## src/rtl/nibble_serial_adder_pkg.sv

```systemverilog
// serial_adder_pkg: shared FSM state type, nibble width and counter sizing for nibble_serial_adder
package serial_adder_pkg;
   typedef enum logic [1:0] {IDLE, RUN, DONE} state_t;
   localparam int NIBBLE_W = 4;
   function automatic int count_w(input int nibbles);
      return $clog2(nibbles + 1);
   endfunction
endpackage

```

## src/rtl/nibble_serial_adder_cla4_slice.sv

```systemverilog
// cla4_slice: combinational 4-bit carry-lookahead adder; a,b,ci in -> s,co out
module cla4_slice (
   input  logic [3:0] a,
   input  logic [3:0] b,
   input  logic       ci,
   output logic [3:0] s,
   output logic       co
);
   logic [3:0] g, p;
   logic [4:0] c;
   assign g = a & b;
   assign p = a ^ b;
   assign c[0] = ci;
   assign c[1] = g[0] | (p[0] & ci);
   assign c[2] = g[1] | (p[1] & g[0]) | (p[1] & p[0] & ci);
   assign c[3] = g[2] | (p[2] & g[1]) | (p[2] & p[1] & g[0]) | (p[2] & p[1] & p[0] & ci);
   assign c[4] = g[3] | (p[3] & g[2]) | (p[3] & p[2] & g[1]) | (p[3] & p[2] & p[1] & g[0])
               | (p[3] & p[2] & p[1] & p[0] & ci);
   assign s = p ^ c[3:0];
   assign co = c[4];
endmodule

```

## src/rtl/nibble_serial_adder.sv

```systemverilog
// nibble_serial_adder: WIDTH-bit adder run one nibble per clock through a single CLA slice; ports clk, rst, in_valid/in_ready/a/b/cin[/sub], out_valid/out_ready/sum/cout/ovf; SERIAL_ADDER_SUB_EN adds the sub port
module nibble_serial_adder
   import serial_adder_pkg::*;
#(
   parameter int WIDTH = 16
) (
   input  logic             clk,
   input  logic             rst,
   input  logic             in_valid,
   output logic             in_ready,
   input  logic [WIDTH-1:0] a,
   input  logic [WIDTH-1:0] b,
   input  logic             cin,
`ifdef SERIAL_ADDER_SUB_EN
   input  logic             sub,
`endif
   output logic             out_valid,
   input  logic             out_ready,
   output logic [WIDTH-1:0] sum,
   output logic             cout,
   output logic             ovf
);
   localparam int NIBBLES = WIDTH / NIBBLE_W;
   localparam int CW = count_w(NIBBLES);
   if (WIDTH < NIBBLE_W || WIDTH % NIBBLE_W != 0) begin : g_width_chk
      $error("nibble_serial_adder: WIDTH must be a positive multiple of 4");
   end
   state_t state;
   logic [CW-1:0] count;
   logic carry, a_msb, b_msb;
   logic [WIDTH-1:0] a_sh, b_sh, b_eff;
   logic carry_init;
   logic [NIBBLE_W-1:0] s;
   logic co;
   logic [WIDTH+NIBBLE_W-1:0] sum_next;
`ifdef SERIAL_ADDER_SUB_EN
   // subtraction is A + ~B + 1, so the incoming cin is overridden
   assign b_eff = sub ? ~b : b;
   assign carry_init = sub | cin;
`else
   assign b_eff = b;
   assign carry_init = cin;
`endif
   cla4_slice u_slice (
      .a  (a_sh[NIBBLE_W-1:0]),
      .b  (b_sh[NIBBLE_W-1:0]),
      .ci (carry),
      .s  (s),
      .co (co)
   );
   // new nibble enters at the MSB end; after NIBBLES shifts it lands in place
   assign sum_next = {s, sum};
   assign in_ready = state == IDLE;
   assign out_valid = state == DONE;
   always_ff @(posedge clk) begin
      if (rst) begin
         state <= IDLE;
         count <= '0;
         carry <= 1'b0;
         sum <= '0;
         cout <= 1'b0;
         ovf <= 1'b0;
         a_sh <= '0;
         b_sh <= '0;
         a_msb <= 1'b0;
         b_msb <= 1'b0;
      end else begin
         case (state)
            IDLE: if (in_valid) begin
               state <= RUN;
               a_sh <= a;
               b_sh <= b_eff;
               carry <= carry_init;
               count <= '0;
               a_msb <= a[WIDTH-1];
               b_msb <= b_eff[WIDTH-1];
            end
            RUN: begin
               sum <= sum_next[WIDTH+NIBBLE_W-1:NIBBLE_W];
               a_sh <= a_sh >> NIBBLE_W;
               b_sh <= b_sh >> NIBBLE_W;
               carry <= co;
               count <= count + 1'b1;
               if (count == CW'(NIBBLES - 1)) begin
                  state <= DONE;
                  cout <= co;
                  ovf <= (a_msb == b_msb) && (s[NIBBLE_W-1] != a_msb);
               end
            end
            DONE: if (out_ready) state <= IDLE;
            default: state <= IDLE;
         endcase
      end
   end
endmodule
```

## config.mk

```make
export PLATFORM = sky130hd
export DESIGN_NAME = nibble_serial_adder
export DESIGN_NICKNAME = d
export VERILOG_FILES = /design/src/rtl/nibble_serial_adder_pkg.sv /design/src/rtl/nibble_serial_adder_cla4_slice.sv /design/src/rtl/nibble_serial_adder.sv
export SDC_FILE = /design/constraint.sdc
export NUM_CORES = 1
export LEC_CHECK = 0
export ABC_AREA = 0
export BUFFER_PORTS_ARGS = -buffer_cell sky130_fd_sc_hd__buf_2
export CORE_UTILIZATION = 57
export DETAILED_ROUTE_END_ITERATION = 7
export PLACE_DENSITY_LB_ADDON = 0.15
export SLEW_MARGIN = 0
export SYNTH_ARGS = -nofsm -noshare
export SYNTH_HDL_FRONTEND = slang
export SYNTH_SLANG_ARGS = --single-unit
```

## constraint.sdc

```tcl
create_clock -name clk -period 3.2 [get_ports clk]
set_input_delay 0.16 -clock clk [delete_from_list [all_inputs] [get_ports clk]]
set_output_delay 0.16 -clock clk [all_outputs]
set_load 0.02 [all_outputs]
```

Word-level counts from Yosys, hierarchy flattened
Index checks and enable logic that the tools add are counted.
Widths: inputs -> output; s select.

storage, ports and cells
  register bits after elaboration = 58
  input port bits = 37
  output and inout port bits = 20
  logic and storage cells = 67

cells by class
  add/subtract/negate cells = 1
  equality and inequality tests = 8
  mux-type cells = 12
  bitwise logic cells = 29
  reductions and logical operators = 7

operator list
  cell                 number
  $pmux 16 s2          2
  $mux 16              2
  $and 1x1->1          16
  $or 1x1->1           10
  $xor 4x4->4          2
  $mux 2               3
  $pmux 2 s3           1
  $pmux 3 s2           1
  $reduce_and 2->1     3
  $and 4x4->4          1
  $ne 2x2->1 const B   2
  $add 3x1->3 const B  1
  $eq 3x2->1 const B   1
  $mux 3               1
  $reduce_and 3->1     1
  $eq 2x1->1 const B   1
  $eq 2x2->1 const B   1
  $logic_not 2->1      1
  $ne 2x1->1 const B   1
  $pmux 1 s2           1
  $reduce_bool 2->1    1
  $eq 1x1->1           1
  $logic_and 1x1->1    1
  $mux 1               1
  $ne 1x1->1           1

Longest topological paths before layout
Gate-level depths: netlist of the first run.

  depth after elaboration = 8
  gate-level depth with buffers = 6

Modules after synthesis
From an unflattened synthesis of the first run, not the netlist that was laid out.

unflattened totals
  cell total of the unflattened synthesis = 272
  area, all modules = 2,657.5 um2

modules (own cells, without submodules)
  module               instances  cells an instance  area each (um2)
  nibble_serial_adder  1          255                2,509.9
  cla4_slice           1          17                 147.6

Worst setup path before layout of the first run
OpenSTA, ideal clock, no wires.

  kind = register -> register
  from = register a_sh[0]
  to = register ovf
  library setup time = 88 ps
  arrival = 1,492 ps
  required time = 3,112 ps
  slack = 1,620 ps
  cell stages (with the launch flop) = 6
  clock period less this slack = 1,580 ps
  cells stage by stage = dfxtp_1 -> ha_1 -> a211o_1 -> a211o_1 -> nor4b_4 -> nor4_2

on the way
  cells in the longest elaborated chain, start to end = 7
  elaborated cells between the ends (all ways) = 10
  classes of those cells = 1 x eq/ne; 8 x bitwise; 1 x reduce/logical

ends and longest elaborated chain
  what                                        RTL line                                                                    source
  from (decl)                                 nibble_serial_adder.sv:31                                                   logic [WIDTH-1:0] a_sh, b_sh, b_eff;
  from (signal assigned)                      nibble_serial_adder.sv:80                                                   a_sh <= a_sh >> NIBBLE_W;
  $and 4x4->4 or $xor 4x4->4 (tied branches)  nibble_serial_adder_cla4_slice.sv:11, nibble_serial_adder_cla4_slice.sv:12
  $and 1x1->1                                 nibble_serial_adder_cla4_slice.sv:16                                        assign c[3] = g[2] | (p[2] & g[1]) | (p[2] & p[1] & g[0]) | (p[2] & p[1] & p[0] & ci);
  $or 1x1->1 or $and 1x1->1 (tied branches)   nibble_serial_adder_cla4_slice.sv:16
  $or 1x1->1 (*)                              nibble_serial_adder_cla4_slice.sv:16
  $xor 4x4->4 (*)                             nibble_serial_adder_cla4_slice.sv:19                                        assign s = p ^ c[3:0];
  $ne 1x1->1 (*)                              nibble_serial_adder.sv:87                                                   ovf <= (a_msb == b_msb) && (s[NIBBLE_W-1] != a_msb);
  $logic_and 1x1->1 (*)                       nibble_serial_adder.sv:87
  to (signal assigned)                        nibble_serial_adder.sv:87
  to (decl)                                   nibble_serial_adder.sv:21                                                   output logic ovf

Mark *: on every way between the ends. The rest lies on a longest branch, timed or not.
A chain may end at the register's enable or synchronous reset.

Worst setup path in the final report of the first run
  from = register state[1]
  to = register b_sh[7]

on the way
  cells in the longest elaborated chain, start to end = 3
  elaborated cells between the ends (all ways) = 6
  classes of those cells = 2 x eq/ne; 1 x mux; 3 x reduce/logical

ends and longest elaborated chain
  what                                                              RTL line                   source
  from (decl)                                                       nibble_serial_adder.sv:28  state_t state;
  from (signal assigned)                                            nibble_serial_adder.sv:57  state <= IDLE;
  from (signal assigned)                                            nibble_serial_adder.sv:70  state <= RUN;
  from (signal assigned)                                            nibble_serial_adder.sv:85  state <= DONE;
  $eq 2x1->1 or $logic_not 2->1 (tied branches)                     nibble_serial_adder.sv:68  case (state)
  $reduce_bool 2->1 (no source line) or $ne 2x2->1 (tied branches)  n/a
  $reduce_and 2->1 (no source line)                                 n/a
  to (signal assigned)                                              nibble_serial_adder.sv:81  b_sh <= b_sh >> NIBBLE_W;
  to (decl)                                                         nibble_serial_adder.sv:31

Several ways; a longest one is shown, not always the timed one.

==> flow_summary.html, run 1 <==
<table>
<tr><th>Metric</th><th>Value</th></tr>
<tr><th colspan="2">Outcome</th></tr>
<tr><td>Run status</td><td>finished clean</td></tr>
<tr><th colspan="2">STA</th></tr>
<tr><td>Slew Viols, Final</td><td>0</td></tr>
<tr><td>Setup-failing EPs final</td><td>0</td></tr>
<tr><td>Final worst path period share</td><td>58.25%</td></tr>
<tr><td>Slew of the pin with the lowest slew margin</td><td>1.047 ns</td></tr>
<tr><td>Fin crit period</td><td>1.864 ns</td></tr>
<tr><td>Setup repair after global routing missed its margin</td><td>no</td></tr>
<tr><td>Total negative slack</td><td>0 ns</td></tr>
<tr><td>Highest clock rate</td><td>536.5 MHz</td></tr>
<tr><td>Worst-case clock skew</td><td>0.002675 ns</td></tr>
<tr><td>Normalized max-slew margin</td><td>30.23%</td></tr>
<tr><td>Total count of hold-check failures in the final report</td><td>0</td></tr>
<tr><th colspan="2">CTS</th></tr>
<tr><td>Number of H-tree branching levels</td><td>3</td></tr>
<tr><td>Number of gates resized after CTS</td><td>0</td></tr>
<tr><td>Max Buffers Root-to-Sink</td><td>2</td></tr>
<tr><td>Clock edge transition at the registers on the reported setup and hold paths</td><td>0.06 ns</td></tr>
<tr><td>Total setup buffers inserted after CTS</td><td>0</td></tr>
<tr><td>Clock tree from TritonCTS</td><td>done</td></tr>
<tr><td>Number of CTS-inserted buffers</td><td>9</td></tr>
<tr><td>Clk sinks</td><td>58</td></tr>
<tr><td>Hold buffers post-CTS</td><td>0</td></tr>
<tr><td>Cell at the root of the clock tree</td><td>sky130_fd_sc_hd__clkbuf_8</td></tr>
<tr><td>Clock network latency to the later pin of the worst-skew pair</td><td>0.34 ns</td></tr>
<tr><th colspan="2">Setup path</th></tr>
<tr><td>CP peak stage delay</td><td>0.50 ns</td></tr>
<tr><td>Arrival time at the worst endpoint</td><td>2.10 ns</td></tr>
<tr><td>Critical path, cell by cell</td><td>nand2b_2 -&gt; buf_4 -&gt; nor2_1 -&gt; a311oi_1</td></tr>
<tr><td>Category of the worst setup path capture point</td><td>flop</td></tr>
<tr><td>Category of the most critical setup path</td><td>flop to flop</td></tr>
<tr><td>Critical Path Start Type</td><td>flop</td></tr>
<tr><td>Cell at the slowest stage of the critical path</td><td>sky130_fd_sc_hd__buf_4</td></tr>
<tr><td>WP data required</td><td>3.44 ns</td></tr>
<tr><td>Reg-to-Reg Start</td><td>state[1]$_SDFFE_PP0P_</td></tr>
<tr><td>Peak fanout along the critical path</td><td>50</td></tr>
<tr><td>Endpoint of the worst-slack reg-to-reg timing path</td><td>b_sh[7]$_SDFFE_PP0P_</td></tr>
<tr><td>Register-to-register path setup slack</td><td>1.34 ns</td></tr>
<tr><td>Reg2Reg Depth</td><td>4</td></tr>
<tr><th colspan="2">Job</th></tr>
<tr><td>Reported max-cap violation count</td><td>0</td></tr>
<tr><th colspan="2">Synthesis</th></tr>
<tr><td>Avg Inst Size Synth</td><td>8.026 µm²</td></tr>
<tr><td>Number of flops mapped to enable cells by yosys</td><td>0</td></tr>
<tr><td>Share of the synthesized area in the top cell type</td><td>46.52%</td></tr>
<tr><td>Netlist Area Pre-Place</td><td>2496 µm²</td></tr>
<tr><td>Count of mapped cells out of synthesis</td><td>311</td></tr>
<tr><td>Most common cell in the netlist</td><td>sky130_fd_sc_hd__nand2_1</td></tr>
<tr><td>Asr flop ratio synth</td><td>0%</td></tr>
<tr><td>Syn nets</td><td>355</td></tr>
<tr><td>Yosys reg bits</td><td>58</td></tr>
<tr><td>Number of warnings reported in the yosys synthesis log</td><td>0</td></tr>
<tr><td>Number of library cell types mapped by synthesis</td><td>30</td></tr>
<tr><td>Most common flop cell mapped by yosys</td><td>sky130_fd_sc_hd__dfxtp_1</td></tr>
<tr><td>Register area share after synthesis</td><td>46.52%</td></tr>
<tr><td>Leading post-synthesis cells by instance count</td><td>sky130_fd_sc_hd__nand2_1, sky130_fd_sc_hd__dfxtp_1, sky130_fd_sc_hd__nor2_1, sky130_fd_sc_hd__a21oi_1, sky130_fd_sc_hd__a311oi_1</td></tr>
<tr><td>Top cell type by total area after synthesis</td><td>sky130_fd_sc_hd__dfxtp_1</td></tr>
<tr><td>Cells taking the most area after synthesis</td><td>sky130_fd_sc_hd__dfxtp_1, sky130_fd_sc_hd__nand2_1, sky130_fd_sc_hd__a311oi_1</td></tr>
<tr><th colspan="2">Detailed routing</th></tr>
<tr><td>Vias per std cell</td><td>5.570</td></tr>
<tr><td>Total iterations of the first detailed-routing run</td><td>4</td></tr>
<tr><td>DRC violation total after the first TritonRoute iteration</td><td>106</td></tr>
<tr><td>Number of vias in the routed layout</td><td>2295</td></tr>
<tr><td>Total routed wirelength</td><td>5366 µm</td></tr>
<tr><td>Detailed-route wire length per cell</td><td>13.02 µm</td></tr>
<tr><td>Count of antenna-violating nets left after detailed routing</td><td>0</td></tr>
<tr><td>Remaining DRCs</td><td>0</td></tr>
<tr><th colspan="2">Cells and area</th></tr>
<tr><td>Ratio of cells with drive above 1 in the final layout</td><td>21.82%</td></tr>
<tr><td>Fin cells</td><td>412</td></tr>
<tr><td>ANT cells</td><td>0</td></tr>
<tr><td>Layout Area Growth over Synthesis</td><td>18.50%</td></tr>
<tr><td>Number of nets in the finished design</td><td>402</td></tr>
<tr><th colspan="2">Floorplanning</th></tr>
<tr><td>Row Count</td><td>23</td></tr>
<tr><td>Die Y-Extent</td><td>68.18 µm</td></tr>
<tr><td>Die Span X</td><td>68.18 µm</td></tr>
<tr><td>CORE AREA</td><td>4115 µm²</td></tr>
<tr><td>Number of I/O pins</td><td>57</td></tr>
<tr><td>Starting Density</td><td>60.66%</td></tr>
<tr><td>Die area</td><td>4648 µm²</td></tr>
<tr><th colspan="2">Power</th></tr>
<tr><td>Power Density</td><td>579.7 nW/µm²</td></tr>
<tr><td>Leak</td><td>1.242 nW</td></tr>
<tr><td>Max VDD drop</td><td>307.7 µV</td></tr>
<tr><th colspan="2">Placed design</th></tr>
<tr><td>Detailed Place HPWL</td><td>3461 µm</td></tr>
<tr><td>Number of placed instances with taps included</td><td>397</td></tr>
<tr><td>Count of buffers from port buffering</td><td>56</td></tr>
<tr><td>Weighted congestion at the end of routability-driven global placement</td><td>0.7731</td></tr>
<tr><th colspan="2">Min path</th></tr>
<tr><td>Cells on Worst Hold Path</td><td>3</td></tr>
<tr><td>Kind of path behind the tightest hold check</td><td>primary input to flop</td></tr>
<tr><td>HP Start</td><td>a[14]</td></tr>
<tr><td>Endpoint with the worst hold slack</td><td>a_sh[14]$_SDFFE_PP0P_</td></tr>
<tr><th colspan="2">GRT</th></tr>
<tr><td>Total routing usage reported by global routing</td><td>25.40%</td></tr>
<tr><td>Number of antenna violations at the first check in global routing</td><td>0</td></tr>
<tr><td>Via count of the first global-routing pass</td><td>1930</td></tr>
<tr><td>Total gr overflow</td><td>0</td></tr>
<tr><td>Pin count of the biggest net entering global routing</td><td>59</td></tr>
<tr><td>Wire length of the first global-routing pass</td><td>8438 µm</td></tr>
</table>
==> layout make-up <==
cell class	instances	area, µm²
timing repair buffer	59	302.8
fill	342	1157
tap	50	62.56
multi-input combinational	225	1209
sequential	58	1161
clock buffer	13	168.9
clock inverter	2	35.03
inverter	5	18.77
==> flip-flops by register name (all words and copies together) (netlist names) <==
register,count
state,2
ovf,1
sum,16
cout,1
b_msb,1
carry,1
a_msb,1
count,3
a_sh,16
b_sh,16
==> kinds of logic after synthesis <==
logic type / count (synthesis) / synth area share [%]
adders and majority gates: 7 / 3.809
xor gates and xnor gates: 1 / 0.3509
AOI/OAI and AO/OA: 68 / 18.60
buffers and inverters: 28 / 5.163
DFF: 58 / 46.52
and+or+nand+nor: 149 / 25.56
==> report_power, final <==
group          switching [mW]  internal, mW  total (mW)  leakage [nW]
logic                   0.141        0.0869       0.228         0.661
clock network           0.268         0.418       0.686         0.106
registers              0.0304         0.770       0.801         0.475
total                   0.440          1.27        1.71          1.24
==> worst max-delay path by stage <==
stage | slack, ns | endpoint | cells past startpoint | from
after global routing | 1.18 | b_sh[1]$_SDFFE_PP0P_ | 4 | state[1]$_SDFFE_PP0P_
final | 1.34 | b_sh[7]$_SDFFE_PP0P_ | 4 | state[1]$_SDFFE_PP0P_
after global placement | 1.42 | b_sh[1]$_SDFFE_PP0P_ | 4 | state[1]$_SDFFE_PP0P_
after detailed placement | 1.38 | a_sh[8]$_SDFFE_PP0P_ | 4 | state[1]$_SDFFE_PP0P_
after floorplan | 1.62 | ovf$_SDFFE_PP0P_ | 5 | a_sh[0]$_SDFFE_PP0P_
after CTS | 1.33 | b_sh[7]$_SDFFE_PP0P_ | 4 | state[1]$_SDFFE_PP0P_
==> through the flow <==
step | hold WS, ns | worst slack (ns) | power, mW | utilization [%] | cell area (µm²)
after floorplan | 0.2960 | 1.620 | 0.9789 | - | 2496
after global placement | 0.4015 | 1.421 | 1.036 | 66.92 | 2754
after detailed placement | 0.4060 | 1.375 | 1.041 | 66.92 | 2754
after CTS | 0.04184 | 1.333 | 1.729 | 71.88 | 2958
after global routing | 0.05106 | 1.183 | 1.793 | 71.88 | 2958
final | 0.05466 | 1.336 | 1.715 | 71.88 | 2958
==> metal layers <==
layer / track usage [%] / routed length (µm) / vias to the layer above
met5: 0 / 0 / -
met4: 14.06 / 127 / 0
met3: 7.500 / 219 / 10
met2: 38.36 / 2448 / 61
met1: 32.16 / 2571 / 1063
li1: - / - / 1161
==> cell usage in the layout (no fill, tap or decap) <==
master	instances
sky130_fd_sc_hd__o31ai_1	1
sky130_fd_sc_hd__or2_2	1
sky130_fd_sc_hd__nand2_1	90
sky130_fd_sc_hd__nand2_2	1
sky130_fd_sc_hd__ha_1	6
sky130_fd_sc_hd__nand4_1	1
sky130_fd_sc_hd__a221o_1	1
sky130_fd_sc_hd__a22oi_1	2
sky130_fd_sc_hd__bufinv_16	1
sky130_fd_sc_hd__a21oi_1	32
sky130_fd_sc_hd__fa_1	1
sky130_fd_sc_hd__dfxtp_1	58
sky130_fd_sc_hd__nor2b_1	3
sky130_fd_sc_hd__nand2b_2	1
sky130_fd_sc_hd__nor3_1	1
sky130_fd_sc_hd__o21a_1	1
sky130_fd_sc_hd__nor4b_4	1
sky130_fd_sc_hd__o211ai_1	1
sky130_fd_sc_hd__a311oi_1	25
sky130_fd_sc_hd__inv_1	5
sky130_fd_sc_hd__nor4_2	1
sky130_fd_sc_hd__xnor2_1	1
sky130_fd_sc_hd__buf_2	56
sky130_fd_sc_hd__a211oi_1	1
sky130_fd_sc_hd__clkbuf_1	1
sky130_fd_sc_hd__buf_4	3
sky130_fd_sc_hd__a211o_1	2
sky130_fd_sc_hd__clkbuf_8	12
sky130_fd_sc_hd__nor3b_4	1
sky130_fd_sc_hd__a31oi_1	2
sky130_fd_sc_hd__nand2b_1	2
sky130_fd_sc_hd__nor2_1	37
sky130_fd_sc_hd__nand3_1	9
sky130_fd_sc_hd__clkinv_2	1
==> worst max-delay path, delay by kind of cell, from the launching register on <==
kind	cells	cell delay [ns]
AND/OR/NAND/NOR	2	0.57
buffers and inverters	1	0.50
flip-flops	1	0.41
AO/OA/AOI/OAI	1	0.28
No activity file was read; power rests on OpenSTA's default activity.
==> run 2: changes to the inputs <==
- ABC_AREA: 0 -> 1
- CORE_UTILIZATION: 57 -> 48
- clock period: 3.2 -> 1.6 ns (I/O delays scaled with it)
==> run 2 against run 1 <==
  * Cell count rose by 9.0%
  * Setup slack got worse by 1.2 ns
  * Wire length barely moved
  * Design area rose by 2.6%
  * Via count fell by 2.0%
  * Power rose by 110%
  * Sequential power rose by 110%
  * Area after synthesis fell by 1.3%
  * Die area rose by 17%
  * Critical endpoint is now cout$_SDFFE_PP0P_
  * Largest power group unchanged
  * Register-to-register slack got worse by 1.2 ns
  * Non-clock buffer count rose by 8
==> flow_summary.html, run 2 <==
<table>
<tr><th>Metric</th><th>Value</th></tr>
<tr><th colspan="2">Floorplanning</th></tr>
<tr><td>CORE AREA</td><td>4817 µm²</td></tr>
<tr><td>Die Span X</td><td>73.64 µm</td></tr>
<tr><td>Die area</td><td>5423 µm²</td></tr>
<tr><td>Die Y-Extent</td><td>73.64 µm</td></tr>
<tr><td>Starting Density</td><td>51.14%</td></tr>
<tr><td>Number of I/O pins</td><td>57</td></tr>
<tr><td>Row Count</td><td>25</td></tr>
<tr><th colspan="2">Synthesis</th></tr>
<tr><td>Leading post-synthesis cells by instance count</td><td>sky130_fd_sc_hd__nand2_1, sky130_fd_sc_hd__dfxtp_1, sky130_fd_sc_hd__nor2_1, sky130_fd_sc_hd__o21ai_1, sky130_fd_sc_hd__a31oi_1</td></tr>
<tr><td>Number of library cell types mapped by synthesis</td><td>28</td></tr>
<tr><td>Top cell type by total area after synthesis</td><td>sky130_fd_sc_hd__dfxtp_1</td></tr>
<tr><td>Count of mapped cells out of synthesis</td><td>320</td></tr>
<tr><td>Netlist Area Pre-Place</td><td>2464 µm²</td></tr>
<tr><td>Most common cell in the netlist</td><td>sky130_fd_sc_hd__nand2_1</td></tr>
<tr><td>Yosys reg bits</td><td>58</td></tr>
<tr><td>Share of the synthesized area in the top cell type</td><td>47.13%</td></tr>
<tr><td>Cells taking the most area after synthesis</td><td>sky130_fd_sc_hd__dfxtp_1, sky130_fd_sc_hd__nand2_1, sky130_fd_sc_hd__a31oi_1</td></tr>
<tr><td>Post-synthesis compound-gate area fraction</td><td>19.20%</td></tr>
<tr><td>Arithmetic-cell share of the synthesized area counting full adders, half adders and majority gates</td><td>3.860%</td></tr>
<tr><td>Share of cell area taken by muxes after synthesis</td><td>0%</td></tr>
<tr><td>Main combinational cell family by area after synthesis</td><td>simple AND/OR/NAND/NOR gates</td></tr>
<tr><td>Avg Inst Size Synth</td><td>7.699 µm²</td></tr>
<tr><td>Number of flops mapped to enable cells by yosys</td><td>0</td></tr>
<tr><td>Most common flop cell mapped by yosys</td><td>sky130_fd_sc_hd__dfxtp_1</td></tr>
<tr><td>Synth Area in XOR/XNOR</td><td>0.7110%</td></tr>
<tr><td>Asr flop ratio synth</td><td>0%</td></tr>
<tr><td>Post-synthesis simple-gate area fraction</td><td>20.77%</td></tr>
<tr><td>Register area share after synthesis</td><td>47.13%</td></tr>
<tr><td>Syn nets</td><td>364</td></tr>
<tr><td>Number of warnings reported in the yosys synthesis log</td><td>0</td></tr>
<tr><th colspan="2">Setup path</th></tr>
<tr><td>Buf+Inv Stages, Crit Path</td><td>1</td></tr>
<tr><td>Category of the most critical setup path</td><td>flop to flop</td></tr>
<tr><td>Peak fanout along the critical path</td><td>3</td></tr>
<tr><td>Instance count on the critical path</td><td>8</td></tr>
<tr><td>Cell at the slowest stage of the critical path</td><td>sky130_fd_sc_hd__dfxtp_2</td></tr>
<tr><td>Reg2Reg Depth</td><td>8</td></tr>
<tr><td>Critical Path Start Type</td><td>flop</td></tr>
<tr><td>Cell mode on critical path</td><td>sky130_fd_sc_hd__nand2_1</td></tr>
<tr><td>Critical path, cell by cell</td><td>ha_4 -&gt; or2_2 -&gt; nand2_2 -&gt; nand2_1 -&gt; nand2_1 -&gt; nand2_1 -&gt; o21bai_1 -&gt; inv_1</td></tr>
<tr><td>Arrival time at the worst endpoint</td><td>1.69 ns</td></tr>
<tr><td>CP peak stage delay</td><td>0.33 ns</td></tr>
<tr><td>Category of the worst setup path capture point</td><td>flop</td></tr>
<tr><td>WP data required</td><td>1.83 ns</td></tr>
<tr><td>Largest delay share family, worst path</td><td>simple AND/OR/NAND/NOR gates</td></tr>
<tr><th colspan="2">GRT</th></tr>
<tr><td>Wire length of the first global-routing pass</td><td>9211 µm</td></tr>
<tr><td>Via count of the first global-routing pass</td><td>2117</td></tr>
<tr><td>Pin count of the biggest net entering global routing</td><td>30</td></tr>
<tr><td>Total gr overflow</td><td>0</td></tr>
<tr><td>Total routing usage reported by global routing</td><td>22.41%</td></tr>
<tr><td>Number of antenna violations at the first check in global routing</td><td>0</td></tr>
<tr><th colspan="2">Cells and area</th></tr>
<tr><td>Layout Area Growth over Synthesis</td><td>23.16%</td></tr>
<tr><td>Most common cell after layout, fill and taps aside</td><td>sky130_fd_sc_hd__nand2_1</td></tr>
<tr><td>Most frequent cells in the layout</td><td>sky130_fd_sc_hd__nand2_1, sky130_fd_sc_hd__dfxtp_1, sky130_fd_sc_hd__buf_2</td></tr>
<tr><td>Fin cells</td><td>449</td></tr>
<tr><td>Share of the core filled with cells</td><td>62.99%</td></tr>
<tr><td>ANT cells</td><td>0</td></tr>
<tr><td>Registers with the highest flip-flop counts</td><td>a_sh: 16 flops, b_sh: 16 flops, sum: 16 flops</td></tr>
<tr><td>Number of nets in the finished design</td><td>422</td></tr>
<tr><td>Ratio of cells with drive above 1 in the final layout</td><td>24.08%</td></tr>
<tr><th colspan="2">STA</th></tr>
<tr><td>Slew of the pin with the lowest slew margin</td><td>0.5267 ns</td></tr>
<tr><td>Total negative slack</td><td>0 ns</td></tr>
<tr><td>Final worst path period share</td><td>91.10%</td></tr>
<tr><td>Normalized max-slew margin</td><td>64.67%</td></tr>
<tr><td>Slew Viols, Final</td><td>0</td></tr>
<tr><td>Total count of hold-check failures in the final report</td><td>0</td></tr>
<tr><td>Setup-failing EPs final</td><td>0</td></tr>
<tr><td>Setup repair after global routing missed its margin</td><td>no</td></tr>
<tr><td>Worst-case clock skew</td><td>0.005462 ns</td></tr>
<tr><td>Highest clock rate</td><td>686.1 MHz</td></tr>
<tr><td>Post-Route Hold Slack</td><td>0.007453 ns</td></tr>
<tr><td>Smallest setup slack after layout</td><td>0.1424 ns</td></tr>
<tr><td>Fin crit period</td><td>1.458 ns</td></tr>
<tr><th colspan="2">Power</th></tr>
<tr><td>Sw frac</td><td>27.01%</td></tr>
<tr><td>Switching pwr</td><td>979.8 µW</td></tr>
<tr><td>Power Density</td><td>1196 nW/µm²</td></tr>
<tr><td>Leak</td><td>1.376 nW</td></tr>
<tr><td>Sequential Power Share</td><td>45.5%</td></tr>
<tr><td>Clk pwr share</td><td>38.0%</td></tr>
<tr><td>Internal power consumption</td><td>2.648 mW</td></tr>
<tr><td>Part of the power in combinational logic</td><td>16.5%</td></tr>
<tr><td>Max VDD drop</td><td>602.1 µV</td></tr>
<tr><th colspan="2">CTS</th></tr>
<tr><td>Number of H-tree branching levels</td><td>3</td></tr>
<tr><td>Total setup buffers inserted after CTS</td><td>0</td></tr>
<tr><td>Clock network latency to the later pin of the worst-skew pair</td><td>0.33 ns</td></tr>
<tr><td>Max Buffers Root-to-Sink</td><td>2</td></tr>
<tr><td>Clock edge transition at the registers on the reported setup and hold paths</td><td>0.06 ns</td></tr>
<tr><td>Clk sinks</td><td>58</td></tr>
<tr><td>Number of CTS-inserted buffers</td><td>9</td></tr>
<tr><td>Cell at the root of the clock tree</td><td>sky130_fd_sc_hd__clkbuf_8</td></tr>
<tr><td>Clock tree from TritonCTS</td><td>done</td></tr>
<tr><th colspan="2">Placed design</th></tr>
<tr><td>Detailed Place HPWL</td><td>3700 µm</td></tr>
<tr><td>Pre-CTS worst setup slack</td><td>0.06678 ns</td></tr>
<tr><td>Weighted congestion at the end of routability-driven global placement</td><td>0.7943</td></tr>
<tr><td>Count of buffers from port buffering</td><td>56</td></tr>
<tr><td>Number of placed instances with taps included</td><td>431</td></tr>
<tr><th colspan="2">Detailed routing</th></tr>
<tr><td>Remaining DRCs</td><td>0</td></tr>
<tr><td>DRC violation total after the first TritonRoute iteration</td><td>100</td></tr>
<tr><td>Number of vias in the routed layout</td><td>2248</td></tr>
<tr><td>Total routed wirelength</td><td>5369 µm</td></tr>
<tr><td>Vias per std cell</td><td>5.007</td></tr>
<tr><td>Total iterations of the first detailed-routing run</td><td>4</td></tr>
<tr><td>Count of antenna-violating nets left after detailed routing</td><td>0</td></tr>
<tr><td>Detailed-route wire length per cell</td><td>11.96 µm</td></tr>
<tr><th colspan="2">Min path</th></tr>
<tr><td>Kind of path behind the tightest hold check</td><td>primary input to flop</td></tr>
<tr><td>Cells on Worst Hold Path</td><td>3</td></tr>
<tr><th colspan="2">Job</th></tr>
<tr><td>Reported max-cap violation count</td><td>0</td></tr>
<tr><th colspan="2">Outcome</th></tr>
<tr><td>Run status</td><td>finished clean</td></tr>
</table>
[run 2: changes by cell type in the layout (fill, tap and decap cells not counted), moves of 4 or more]
| cell | change |
|---|---|
| sky130_fd_sc_hd__a21oi_1 | -15 |
| sky130_fd_sc_hd__a311oi_1 | -25 |
| sky130_fd_sc_hd__a31oi_1 | +22 |
| sky130_fd_sc_hd__nor2_1 | -6 |
| sky130_fd_sc_hd__inv_2 | +4 |
| sky130_fd_sc_hd__inv_1 | +9 |
| sky130_fd_sc_hd__o21ai_1 | +25 |
| sky130_fd_sc_hd__nand2_1 | -10 |
| sky130_fd_sc_hd__o21ai_0 | +17 |
[run 2: area by class of cell]
| type | count | area [µm²] |
|---|---|---|
| Fill cell | 470 | 1783 |
| Tap cell | 67 | 83.83 |
| Timing Repair Buffer | 67 | 395.4 |
| Clock buffer | 13 | 168.9 |
| Clock inverter | 2 | 35.03 |
| Multi-Input combinational cell | 223 | 1116 |
| Sequential cell | 58 | 1164 |
| Inverter | 19 | 71.32 |
[run 2: power groups by stage]
stage	combinational [mW]	clock [mW]	sequential, mW
6_report	0.597	1.38	1.65
5_1_grt	0.679	1.46	1.67
4_1_cts	0.592	1.40	1.65
3_5_place_dp	0.582	0	1.68
3_3_place_gp	0.574	0	1.67
2_1_floorplan	0.388	0	1.71
[run 2: path summary, 6_finish.rpt]
path | end | start | slack [ns]
min reg2reg | count[0]$_SDFFE_PP0P_ | count[0]$_SDFFE_PP0P_ | 0.46
max | cout$_SDFFE_PP0P_ | a_sh[2]$_SDFFE_PP0P_ | 0.14
min | a_sh[13]$_SDFFE_PP0P_ | a[13] | 0.007
max reg2reg | cout$_SDFFE_PP0P_ | a_sh[2]$_SDFFE_PP0P_ | 0.14
[run 2: cell families after synthesis]
logic type / after synthesis
adders and majority gates: 7
AOI/OAI and AO/OA: 87
and+or+nand+nor: 127
buffers and inverters: 39
DFF: 58
xor gates and xnor gates: 2
[run 2: per-stage QoR]
step / power [mW] / instance area (µm²)
after floorplan: 2.095 / 2464
after global placement: 2.247 / 2779
after detailed placement: 2.260 / 2779
after CTS: 3.637 / 3013
after global routing: 3.802 / 3034
final: 3.628 / 3034
[run 2: tightest hold or removal path: cells and delay by family]
kind	cells	cell delay [ns]
AND/OR/NAND/NOR	1	0.05
AO/OA/AOI/OAI	1	0.06
buffers and inverters	1	0.10
[run 2: metal layers]
| metal | global-route usage (%) | vias up | wire length [µm] |
|---|---|---|---|
| met4 | 7.051 | 0 | 84 |
| met3 | 5.761 | 10 | 221 |
| met2 | 38.33 | 48 | 2495 |
| met5 | 0 | - | 0 |
| li1 | - | 1179 | - |
| met1 | 27.48 | 1011 | 2568 |
[run 2: what timing repair did]
item / in CTS / in global routing
hold buffers: 3 / 0
hold endpoints to repair: 3 / 0
setup endpoints to repair: 0 / 4
resized for setup: 0 / 5
